$ cat config.mk
export PLATFORM = sky130hd
export DESIGN_NAME = ring_counter_n
export DESIGN_NICKNAME = d
export VERILOG_FILES = /design/src/rtl/ring_counter_pkg.sv /design/src/rtl/ring_counter_n_legal_check.sv /design/src/rtl/ring_counter_n.sv
export SDC_FILE = /design/constraint.sdc
export NUM_CORES = 1
export LEC_CHECK = 0
export BUFFER_PORTS_ARGS = -buffer_cell sky130_fd_sc_hd__buf_2
export CORE_AREA = 2 2 39 41
export CTS_BUF_LIST = sky130_fd_sc_hd__clkbuf_2
export DETAILED_ROUTE_END_ITERATION = 16
export DIE_AREA = 0 0 41 43
export MAX_ROUTING_LAYER = met4
export PLACE_DENSITY = 0.69
export SYNTH_ARGS = -nofsm -noshare
export SYNTH_HDL_FRONTEND = slang
export SYNTH_SLANG_ARGS = --single-unit
$ cat constraint.sdc
create_clock -name clk -period 1.4 [get_ports clk]
set_input_delay 0.14 -clock clk [delete_from_list [all_inputs] [get_ports clk]]
set_output_delay 0.14 -clock clk [all_outputs]
set_load 0.01 [all_outputs]
$ cat src/rtl/ring_counter_pkg.sv
// Shared types and constants for the WIDTH-stage ring/Johnson counter.
package ring_counter_pkg;

  typedef enum logic {
    MODE_RING    = 1'b0,
    MODE_JOHNSON = 1'b1
  } mode_t;

  typedef enum logic {
    DIR_UP   = 1'b0,
    DIR_DOWN = 1'b1
  } dir_t;

  localparam int MAX_WIDTH = 64;

  // Reset pattern {0..0,1}; callers truncate to their own WIDTH.
  function automatic logic [MAX_WIDTH-1:0] reset_pattern(input int width);
    logic [MAX_WIDTH-1:0] r;
    r = '0;
    if (width >= 1) r[0] = 1'b1;
    return r;
  endfunction

endpackage

$ cat src/rtl/ring_counter_n_legal_check.sv
// Combinational legality check: ring codes are one-hot, Johnson codes have
// at most one boundary between adjacent differing bits.
module ring_legal_check
  import ring_counter_pkg::*;
#(
  parameter int WIDTH = 5
) (
  input  logic [WIDTH-1:0] q,
  input  mode_t            mode,
  output logic             illegal
);

  logic [WIDTH-2:0] diff;
  logic             ring_ok;
  logic             johnson_ok;

  for (genvar i = 0; i < WIDTH - 1; i++) begin : g_diff
    assign diff[i] = q[i] ^ q[i+1];
  end

  assign ring_ok    = (q != '0) && ((q & (q - WIDTH'(1))) == '0);
  assign johnson_ok = ((diff & (diff - (WIDTH-1)'(1))) == '0);
  assign illegal    = (mode == MODE_JOHNSON) ? !johnson_ok : !ring_ok;

endmodule

$ cat src/rtl/ring_counter_n.sv
// Parametrised ring/Johnson counter with load, direction, wrap pulse and
// illegal flag. Define SELF_CORRECT_EN to make a step from an illegal code land on R.
module ring_counter_n
  import ring_counter_pkg::*;
#(
  parameter int WIDTH = 5
) (
  input  logic             clk,
  input  logic             rst,
  input  logic             en,
  input  logic             dir,
  input  logic             mode,
  input  logic             load,
  input  logic [WIDTH-1:0] load_val,
  output logic [WIDTH-1:0] q,
  output logic             wrap,
  output logic             illegal
);

  localparam logic [WIDTH-1:0] R = WIDTH'(reset_pattern(WIDTH));

  if (WIDTH < 2 || WIDTH > MAX_WIDTH) begin : g_bad_width
    $error("ring_counter_n: WIDTH must be in 2..MAX_WIDTH");
  end

  mode_t            mode_e;
  dir_t             dir_e;
  logic [WIDTH-1:0] q_d, q_q;
  logic             wrap_d, wrap_q;
  logic [WIDTH-1:0] step;
  logic             illegal_w;

  assign mode_e = mode_t'(mode);
  assign dir_e  = dir_t'(dir);

  ring_legal_check #(.WIDTH(WIDTH)) u_legal (
    .q       (q_q),
    .mode    (mode_e),
    .illegal (illegal_w)
  );

  // Johnson is the ring with the wrapped-around bit inverted.
  always_comb begin
    step = q_q;
    if (dir_e == DIR_UP)
      step = {q_q[WIDTH-2:0], q_q[WIDTH-1] ^ (mode_e == MODE_JOHNSON)};
    else
      step = {q_q[0] ^ (mode_e == MODE_JOHNSON), q_q[WIDTH-1:1]};
  end

  always_comb begin
    q_d    = q_q;
    wrap_d = 1'b0;
    if (load) begin
      q_d = load_val;
    end else if (en) begin
`ifdef SELF_CORRECT_EN
      if (illegal_w) begin
        q_d = R;
      end else begin
        q_d    = step;
        wrap_d = (step == R);
      end
`else
      q_d    = step;
      wrap_d = (step == R);
`endif
    end
  end

  always_ff @(posedge clk or posedge rst) begin
    if (rst) begin
      q_q    <= R;
      wrap_q <= 1'b0;
    end else begin
      q_q    <= q_d;
      wrap_q <= wrap_d;
    end
  end

  assign q       = q_q;
  assign wrap    = wrap_q;
  assign illegal = illegal_w;

endmodule
Yosys cells after proc, flatten, opt, wreduce, memory -nomap -nowiden:

Index checks and enable logic that the tools add are counted.

* flip-flop bits (word level): 6
* input port bits: 11
* logic and storage cells: 26

* $add $sub $neg: 2
* equal/unequal tests: 1
* mux-type cells: 6
* bitwise gates (word level): 8
* reductions and logical operators: 7

Operators by type and width (count)
* two-way mux 5 bit: 3
* XOR 1 bit: 6
* bitwise AND 5 bit: 1
* == test 5 x 1 -> 1 bit, second input constant: 1
* logical NOT 5 bit: 1
* nonzero test 5 bit: 1
* subtractor 5 x 1 -> 5 bit, second input constant: 1
* bitwise AND 4 bit: 1
* logical NOT 4 bit: 1
* subtractor 4 x 1 -> 4 bit, second input constant: 1
* two-way mux 1 bit: 3
* logical NOT 1 bit: 2
* nonzero test 2 bit: 1
* logical AND 1 bit: 1

Longest topological paths before layout:

Gate-level depths: netlist of the first run.

* depth after elaboration: 6
* mapped depth: 6
* mapped depth without buffers: 6

By module:

A second synthesis of the first run with hierarchy kept.

* cells, all modules: 59
* area, all modules: 551.8 um2

Modules (own cells, without submodules)
* ring_counter_n: instances 1, cells an instance 40, area each 391.6 um2
* ring_legal_check: instances 1, cells an instance 19, area each 160.2 um2

Worst setup path after synthesis of the first run:

No wires, ideal clock.

* path type: register to output
* start point: register q_q[0] (netlist: q[0])
* end point: output illegal
* data arrival time: 1.462 ns
* data required time: 1.260 ns
* path slack: -0.202 ns
* stages on the path, launching flop included: 7
* path buffers: 0
* cells stage by stage: dfstp_2 > inv_1 > ha_1 > nand2_1 > a21oi_1 > o21ai_1 > a22oi_1

* longest elaborated chain between the ends: 6

Ends and longest elaborated chain
* start, declared: RTL line ring_counter_n.sv:28 `logic [WIDTH-1:0] q_d, q_q;`
* start signal, assigned: RTL line ring_counter_n.sv:76 `q_q <= q_d;`
* subtractor 5 x 1 -> 5 bit / XOR 1 bit (equally long branches): RTL line ring_counter_n_legal_check.sv:21, ring_counter_n_legal_check.sv:18
* bitwise AND 5 bit / subtractor 4 x 1 -> 4 bit (equally long branches): RTL line ring_counter_n_legal_check.sv:21, ring_counter_n_legal_check.sv:22
* logical NOT 5 bit / bitwise AND 4 bit (equally long branches): RTL line ring_counter_n_legal_check.sv:21, ring_counter_n_legal_check.sv:22
* logical AND 1 bit / logical NOT 4 bit (equally long branches): RTL line ring_counter_n_legal_check.sv:21, ring_counter_n_legal_check.sv:22
* logical NOT 1 bit: RTL line ring_counter_n_legal_check.sv:23 `assign illegal = (mode == MODE_JOHNSON) ? !johnson_ok : !ring_ok;`
* two-way mux 1 bit *: RTL line ring_counter_n_legal_check.sv:23
* end, declared: RTL line ring_counter_n.sv:17 `output logic illegal`

Mark *: on every way between the ends. The rest lies on a longest branch, timed or not.

Worst setup path after layout of the first run:

Ends and elaborated chain as after synthesis.

==> results_dict.tcl, run 1 <==
set metrics [dict create \
    core_region_area_um2 1380 \
    antenna_found_initial 0 \
    cts_root_buffer "clkbuf_2" \
    dieArea_um2 1760 \
    grt_max_degree 13 \
    max_freq_mhz 582 \
    synth_top_area_frac 0.235 \
    vdd_drop_max_mv 0.413 \
    rr_endpoint "wrap" \
    synth_fa_ha_area_frac 0.118 \
    cts.sinks 6 \
    drc 0 \
    layout_setup_ws_ns -0.319 \
    postSynthNetCount 84 \
    path_class "register to output port" \
    netlist_area_um2 532 \
    synthTopCellsByCount "nand2_1 (11), inv_1 (7), o21ai_1 (6)" \
    synthDistinctLibCells 27 \
    vias 547 \
    drv_slew 0 \
    synth_warnings 0 \
    endpoint_kind "output port" \
    whs_endpoint "q[2]" \
    crit_chain "inv_2, ha_4, nand2_1, a21oi_1, o21ai_1, a22oi_2, buf_2" \
    syn_inst 68 \
    power_leakage_nw 0.357 \
    max_slew_margin 0.819 \
    startpoint_type "register" \
    async_reset_ff_frac 1.00 \
    stdcell_count 110 \
    placedCellCount 104 \
    cts_buffers 3 \
    min_from "load_val[2]" \
    r2r_slack_ns 0.05 \
    cts_tree "done" \
    tightest_slew_ns 0.269 \
    synth_edf_count 0 \
    post-route-period-util 1.23 \
    ios 18 \
    io_buffers 17 \
    cpPeakStageDelay_ns 0.53 \
    num_rows 14 \
    crit_fanout 2 \
    hold_depth 2 \
    die_y_um 43 \
    track_usage 0.163 \
    diodes 0 \
    yosys.area_share.simple 0.165 \
    syn-mean-instance-area_um2 7.82 \
    synthTopCellsByArea "dfrtp_1 (24%), ha_1 (12%), nand2_1 (7.8%), o21ai_1 (5.6%), dfstp_2 (4.9%)" \
    setup_viol 1 \
    worst_ep_arrival_time_ns 1.58 \
    cap_violations 0 \
    whs_ns 0.124 \
    synthXorXnorAreaFrac 0.0494 \
    synth_top_family_by_area "compound AO/OA/AOI/OAI gates" \
    synthMuxAreaShare 0 \
    yosysSeqAreaShare 0.285 \
    period_needed_ns 1.72 \
    h-tree-depth 1 \
    violations "setup timing" \
    syn_to_final_growth_pct 36.0 \
    required_ns 1.26 \
    powerDensity_nw_per_um2 870 \
    die_width_um 41 \
    drt-pass1-iter-count 5 \
    fin_tns_setup_ns -0.319 \
    clkLatencyLatePin_ns 0.22 \
    reg2reg_from "q[4]" \
    drt-vias-per-instance 4.97 \
    status "finished, violations left" \
    yosysMostFrequentCell "nand2_1" \
    synth_ff_type "dfrtp_1" \
    clk_path_buf_depth 2 \
    hold_class "primary input to register" \
    hold_violations 0 \
    dp_hpwl_um 938 \
    final_antenna_net_count 0 \
    rsz0062_at_grt "yes" \
    drt_iter0_drc 16 \
    clkTransAtPathRegs_ns 0.07 \
    reg2regPathDepth 5 \
    wl_per_cell_um 11.3 \
    wl_mm 1.24 \
    p_total_mw 0.629 \
    grt_pass1_vias 469 \
    overflow 0 \
    start_util 0.384 \
    synth_top_cell_by_area "dfrtp_1" \
    synth_compound_area_frac 0.261 \
    critPathSlowestCell "dfstp_2" \
    grt_pass1_wl_mm 1.91 \
    place.gp.congestion 0.795 \
    ys_ff_latch 6 \
    drive_above_1_share 0.404 \
    layout.nets 111 \
    finish.utilization 0.523 \
    fin_skew_ns 0.00902 \
]
[layout by cell type, fill, tap and decap left out, types with 2 or more instances in the layout]
| cell type | Yosys | routed |
|---|---|---|
| a211oi_1 | 2 | 2 |
| nor2_1 | 3 | 3 |
| nand2_1 | 11 | 11 |
| a21oi_1 | 4 | 4 |
| buf_4 | 1 | 8 |
| buf_2 | 1 | 17 |
| clkbuf_2 | 0 | 4 |
| dfrtp_1 | 5 | 4 |
| o21ai_1 | 6 | 7 |
| xnor2_1 | 3 | 3 |
| o211ai_1 | 2 | 2 |
| inv_2 | 0 | 2 |
| inv_1 | 7 | 5 |
| ha_1 | 5 | 4 |
[sequential cells by signal, indices dropped and copies added (netlist names)]
signal,count
wrap,1
q,5
[metrics by stage]
step / setup WS, ns / cell area, um^2
after floorplan: -0.0943 / 549
after global placement: -0.0762 / 676
after detailed placement: -0.101 / 676
after CTS: -0.340 / 706
after global routing: -0.409 / 723
final: -0.319 / 723
[worst max-delay path: cells and delay by family (launching register included)]
family	cells	cell delay [ns]
DFF	1	0.53
adders and majority gates	1	0.26
and+or+nand+nor	1	0.04
AOI/OAI and AO/OA	3	0.34
buffers and inverters	2	0.20
[how the worst max path moves through the flow]
stage               startpoint      end  slack, ns  cells after the start
global placement          q[0]  illegal      -0.08                      7
detailed placement        q[0]  illegal      -0.10                      7
global route              q[0]  illegal      -0.41                      7
CTS                       q[0]  illegal      -0.34                      7
floorplan                 q[0]  illegal      -0.09                      6
finish                    q[0]  illegal      -0.32                      7
[routing by layer]
metal  share of wire  up-vias  wire length (um)  track usage
met5               0        -                 0            -
met4           0.022        0                27       0.0800
met3           0.038        4                47       0.0314
met2            0.46       15               575        0.225
met1            0.48      241               591        0.221
li1                -      287                 -            -
[logic make-up (layout without fill, tap and decap cells)]
logic type,Yosys count,after routing
compound gates,22,22
simple gates,20,20
buf+inv,12,38
flops,6,6
fa+ha+maj,5,5
xor+xnor,3,3
[power by group]
part / switching (mW) / leakage, nW / internal, mW / total, mW
Combinational: 0.143 / 0.269 / 0.138 / 0.281
Clock: 0.0649 / 0.0166 / 0.0757 / 0.141
Sequential: 0.0150 / 0.0708 / 0.192 / 0.207
[area by class of cell]
type | instances | area (um^2)
Clock buffer | 4 | 20.0
Fill cell | 145 | 661
Inverter | 7 | 26.3
Multi-Input combinational cell | 50 | 338
Sequential cell | 6 | 153
Tap cell | 16 | 20.0
Timing Repair Buffer | 27 | 166
[repair_timing]
item | CTS | global route
resized for setup | 0 | 5
setup endpoints to repair | 1 | 2
hold buffers | 1 | 0
endpoints found under the hold margin | 5 | 0
pin swaps | 1 | 1
setup buffers | 0 | 1
gates cloned | 0 | 0
Power figures use the tool's default switching activity.
==> run 2, diff against run 1 <==
Settings changed: ABC_AREA set to 1, PLACE_DENSITY 0.69 to 0.68, SYNTH_HIERARCHICAL set to 1.
==> run 2 against run 1 <==
The run still ends with setup timing left; clock skew fell by 0.0034 ns; count of clock-buffer cells in the layout unchanged; first-iteration DRC count is 31% higher; routed wire length grew 8.5%; sequential cell count stayed put; setup slack better by 0.12 ns; final area increased by 2.4%.
==> results_dict.tcl, run 2 <==
set metrics [dict create \
    synth_edf_count 0 \
    place.gp.congestion 0.848 \
    whs_endpoint "q[0]" \
    violations "setup timing" \
    setup_viol 1 \
    whs_ns 0.170 \
    die_y_um 43 \
    postSynthNetCount 98 \
    final_common_cell "nand2_1" \
    dp_hpwl_mm 1.02 \
    postLayoutCellArea_um2 741 \
    synthDistinctLibCells 13 \
    worst_ep_arrival_time_ns 1.46 \
    min_from "load_val[0]" \
    netlist_area_um2 518 \
    grt_max_degree 8 \
    wl_mm 1.35 \
    fillCellCount 136 \
    clkTransAtPathRegs_ns 0.06 \
    grt_pass1_wl_mm 2.40 \
    ys_ff_latch 6 \
    rsz0062_at_grt "yes" \
    cts_buffers 3 \
    cts_tree "done" \
    power_leakage_nw 0.413 \
    p_total_mw 0.655 \
    synth_top_area_frac 0.242 \
    diodes 0 \
    final_antenna_net_count 0 \
    max_freq_mhz 627 \
    drv_slew 0 \
    io_buffers 17 \
    max_slew_margin 0.787 \
    syn-mean-instance-area_um2 6.32 \
    drt-vias-per-instance 4.85 \
    hold_violations 0 \
    syn_to_final_growth_pct 43.0 \
    required_ns 1.26 \
    synth_ff_type "dfrtp_1" \
    grt_pass1_vias 586 \
    start_util 0.374 \
    layout.nets 126 \
    h-tree-depth 1 \
    num_rows 14 \
    dieArea_um2 1760 \
    clk_path_buf_depth 2 \
    synthTopCellsByCount "nand2_1 (26), inv_1 (13), nor2_1 (8)" \
    yosysSeqAreaShare 0.292 \
    place_area_um2 666 \
    post-route-period-util 1.14 \
    powerDensity_nw_per_um2 884 \
    hold_class "primary input to register" \
    ios 18 \
    final_cell_mix "nand2_1 (26), buf_2 (17), inv_1 (10)" \
    synth_top_cell_by_area "dfrtp_1" \
    status "finished, violations left" \
    reg2regPathDepth 6 \
    drive_above_1_share 0.367 \
    hold_depth 3 \
    overflow 0 \
    path_class "register to output port" \
    startpoint_type "register" \
    period_needed_ns 1.60 \
    tightest_slew_ns 0.316 \
    cap_violations 0 \
    antenna_found_initial 0 \
    drt_iter0_drc 21 \
    async_reset_ff_frac 1.00 \
    core_region_area_um2 1380 \
    reg2reg_from "q[0]" \
    synth_warnings 6 \
    drt-pass1-iter-count 4 \
    yosysMostFrequentCell "nand2_1" \
    cts.sinks 6 \
    multi_input_area_um2 357 \
    fin_tns_setup_ns -0.196 \
    crit_fanout 3 \
    clkLatencyLatePin_ns 0.23 \
    die_width_um 41 \
    syn_inst 82 \
    vdd_drop_max_mv 0.384 \
    cts_root_buffer "clkbuf_2" \
    vias 606 \
    layout_setup_ws_ns -0.196 \
    track_usage 0.210 \
    drc 0 \
    synthTopCellsByArea "dfrtp_1 (24%), nand2_1 (19%), ha_1 (12%), inv_1 (9.4%), o21ai_0 (6.8%)" \
    wl_per_cell_um 10.8 \
    endpoint_kind "output port" \
    largest_reg_flops 5 \
    r2r_slack_ns 0.14 \
    fin_skew_ns 0.00558 \
    final-seq-area_um2 151 \
    rr_endpoint "wrap" \
    finish.utilization 0.535 \
]
-- run 2: changes by cell type in the layout (fill, tap and decap cells not counted), moves of 5 or more --
cell | before | now
nand2_1 | 11 | 26
inv_1 | 5 | 10
nor2_1 | 3 | 8
o21ai_1 | 7 | 0
o21ai_0 | 1 | 6
-- run 2: report_power, final --
group	leakage (nW)	switching, mW	internal, mW
registers	0.0730	0.0160	0.192
clock network	0.0166	0.0663	0.0757
logic	0.323	0.164	0.141
total	0.413	0.246	0.408
-- run 2: worst max path at each step --
| stage | from | endpoint | cells after the start |
|---|---|---|---|
| floorplan | q[0] | illegal | 6 |
| global placement | q[1] | illegal | 7 |
| detailed placement | q[1] | illegal | 7 |
| CTS | q[0] | illegal | 7 |
| global route | q[0] | illegal | 7 |
| finish | q[0] | illegal | 7 |
-- run 2: cells by family (layout without fill, tap and decap cells) --
group,after synthesis,after routing,share of synthesized area
buffers and inverters,16,43,0.116
AO/OA/AOI/OAI,14,14,0.155
flip-flops,6,6,0.292
AND/OR/NAND/NOR,41,41,0.316
adder cells (fa/ha/maj),5,5,0.121
-- run 2: what timing repair did --
action / 4_1_cts / 5_1_grt
endpoints found under the hold margin: 5 / 0
setup buffers: 1 / 0
setup endpoints to repair: 1 / 1
pin swaps: 1 / 1
gates resized for setup: 7 / 1
hold buffers: 1 / 0
cloned: 0 / 0
-- run 2: critical path: stages, from the launching register on --
cell and delay, ns:
dfstp_2 0.53, inv_2 0.04, ha_4 0.22, a21oi_2 0.12, nand2_1 0.06, nor2_1 0.08
nor2_1 0.05, buf_2 0.13
-- run 2: layout make-up --
type,instances,share of cell area
Multi-Input combinational cell,60,0.481
Sequential cell,6,0.204
Timing Repair Buffer,23,0.179
Inverter,16,0.0811
Clock buffer,4,0.0270
Tap cell,16,0.0270
-- run 2: per-stage QoR --
step	setup WS [ns]	cells
global route	-0.291	125
finish	-0.196	125
CTS	-0.201	125
global placement	0.0298	119
detailed placement	0.0103	119
floorplan	0.0107	82
-- run 2: layer usage --
layer | wire (um) | track usage
met1 | 593 | 0.251
met2 | 677 | 0.309
met3 | 43 | 0.0471
met4 | 32 | 0.120
met5 | 0 | -
==> run 3, diff against run 2 <==
--- a/config.mk
+++ b/config.mk
@@ -7,11 +7,12 @@
 export LEC_CHECK = 0
 export ABC_AREA = 1
-export BUFFER_PORTS_ARGS = -buffer_cell sky130_fd_sc_hd__buf_2
 export CORE_AREA = 2 2 39 41
 export CTS_BUF_LIST = sky130_fd_sc_hd__clkbuf_2
 export DETAILED_ROUTE_END_ITERATION = 16
 export DIE_AREA = 0 0 41 43
+export DONT_BUFFER_PORTS = 1
 export MAX_ROUTING_LAYER = met4
-export PLACE_DENSITY = 0.68
+export PLACE_DENSITY = 0.56
+export SLEW_MARGIN = 15
 export SYNTH_ARGS = -nofsm -noshare
 export SYNTH_HDL_FRONTEND = slang
==> constraint.sdc (replaced) <==
create_clock -name clk -period 1.4 [get_ports clk]
set_input_delay 0.14 -clock clk [delete_from_list [all_inputs] [get_ports clk]]
set_output_delay 0.14 -clock clk [all_outputs]
set_load 0.02 [all_outputs]
==> run 3 against run 2 <==
The flow still finishes with violations (setup timing); routed wire length fell by 5.3%; via count fell by 11%; final area fell by 12%; critical path depth fell by 1; critical endpoint unchanged; highest routed layer unchanged.
==> results_dict.tcl, run 3 (synthesis results as in run 2) <==
set metrics [dict create \
    vdd_drop_max_mv 0.394 \
    place.gp.congestion 0.784 \
    setup_viol 1 \
    drt-vias-per-instance 4.97 \
    tightest_slew_ns 0.299 \
    grtUsageMet3 0.0524 \
    power_leakage_nw 0.345 \
    largest_reg_flops 5 \
    path_delay_family "flip-flops" \
    top_usage_layer "met2" \
    whs_ns 0.0742 \
    die_width_um 41 \
    cts_tree "done" \
    final_cell_mix "nand2_1 (26), inv_1 (10), nor2_1 (7)" \
    start_util 0.374 \
    grt_pass1_wl_mm 2.03 \
    diodes 0 \
    cts_buffers 3 \
    hold_class "primary input to register" \
    wl_per_cell_um 11.7 \
    met1_usage 0.197 \
    critPathSlowestCell "dfstp_2" \
    rr_endpoint "wrap" \
    path_class "register to output port" \
    hold_violations 0 \
    drt_iter0_drc 9 \
    num_rows 14 \
    finish.utilization 0.471 \
    endpoint_kind "output port" \
    track_usage 0.177 \
    layout_setup_ws_ns -0.192 \
    worst_ep_arrival_time_ns 1.45 \
    die_y_um 43 \
    syn_to_final_growth_pct 25.8 \
    p_total_mw 0.621 \
    crit_chain "inv_2, ha_4, o21ai_1, nand2_1, nor2_1, nor2_2" \
    crit_fanout 3 \
    post-route-period-util 1.14 \
    clkLatencyLatePin_ns 0.22 \
    startpoint_type "register" \
    ios 18 \
    crit_path_end "illegal" \
    dieArea_um2 1760 \
    path_depth 6 \
    wl_mm 1.28 \
    grt_max_degree 8 \
    violations "setup timing" \
    r2r_slack_ns 0.19 \
    max_freq_mhz 628 \
    core_region_area_um2 1380 \
    drc 0 \
    drive_above_1_share 0.269 \
    cpPeakStageDelay_ns 0.55 \
    h-tree-depth 1 \
    overflow 0 \
    final_antenna_net_count 0 \
    cts_root_buffer "clkbuf_2" \
    period_needed_ns 1.59 \
    cap_violations 0 \
    path_buf_inv 1 \
    powerDensity_nw_per_um2 953 \
    cts.sinks 6 \
    drv_slew 0 \
    met2_usage 0.278 \
    status "finished, violations left" \
    reg2regPathDepth 6 \
    max_slew_margin 0.800 \
    fin_tns_setup_ns -0.192 \
    drt-pass1-iter-count 4 \
    fin_skew_ns 0.00898 \
    required_ns 1.26 \
    final_common_cell "nand2_1" \
    antenna_found_initial 0 \
    dp_hpwl_mm 1.05 \
    layout.nets 110 \
    reg2reg_from "q[0]" \
    rsz0062_at_grt "yes" \
    vias 542 \
    clkTransAtPathRegs_ns 0.06 \
    grt_pass1_vias 502 \
    io_buffers 0 \
    clk_path_buf_depth 2 \
    startpoint "q[0]" \
]
[run 3: changes by cell type in the layout (fill, tap and decap cells not counted)]
cell | previous run | this run
dfrtp_1 | 5 | 3
buf_2 | 17 | 0
dfrtp_2 | 0 | 2
nor2_1 | 8 | 7
ha_4 | 3 | 2
ha_1 | 2 | 3
o21ai_0 | 6 | 5
o21ai_1 | 0 | 2
buf_4 | 5 | 6
o21ai_2 | 1 | 0
nor2_2 | 0 | 1
[run 3: worst min path at each step]
| stage | from | endpoint | slack, ns | depth (start not counted) |
|---|---|---|---|---|
| floorplan | rst | q[3] | -0.07 | 1 |
| global placement | rst | wrap | -0.04 | 1 |
| detailed placement | rst | q[3] | -0.05 | 1 |
| CTS | load | q[0] | 0.06 | 2 |
| global route | load | q[0] | 0.07 | 2 |
| finish | load | q[0] | 0.07 | 2 |
[run 3: report_power, final]
group	internal (mW)	total (mW)	switching (mW)
Combinational	0.109	0.273	0.164
Clock	0.0757	0.139	0.0632
Sequential	0.193	0.209	0.0161
[run 3: what timing repair did]
item,in CTS,in global routing
hold buffers,1,0
resized for setup,1,5
setup buffers,0,0
setup endpoints to repair,1,2
hold endpoints to repair,6,0
gates cloned,0,0
[run 3: through the flow]
stage / setup WS [ns] / instances / instance area, um^2
detailed placement: 0.0365 / 104 / 601
finish: -0.192 / 109 / 652
floorplan: -0.0387 / 82 / 536
CTS: -0.196 / 109 / 631
global placement: 0.0476 / 104 / 601
global route: -0.260 / 109 / 652
[run 3: layout make-up]
type | count | area (um^2)
repair buffers | 7 | 55.1
inverters | 16 | 60.1
fillers | 146 | 732
multi-input cells | 60 | 343
well taps | 16 | 20.0
flip-flops and latches | 6 | 154
clock buffers | 4 | 20.0
[run 3: per-layer routing]
| layer | share of wire | vias to the layer above |
|---|---|---|
| met5 | 0 | - |
| met4 | 0.0031 | 0 |
| met3 | 0.058 | 2 |
| met2 | 0.52 | 16 |
| met1 | 0.42 | 244 |
| li1 | - | 280 |
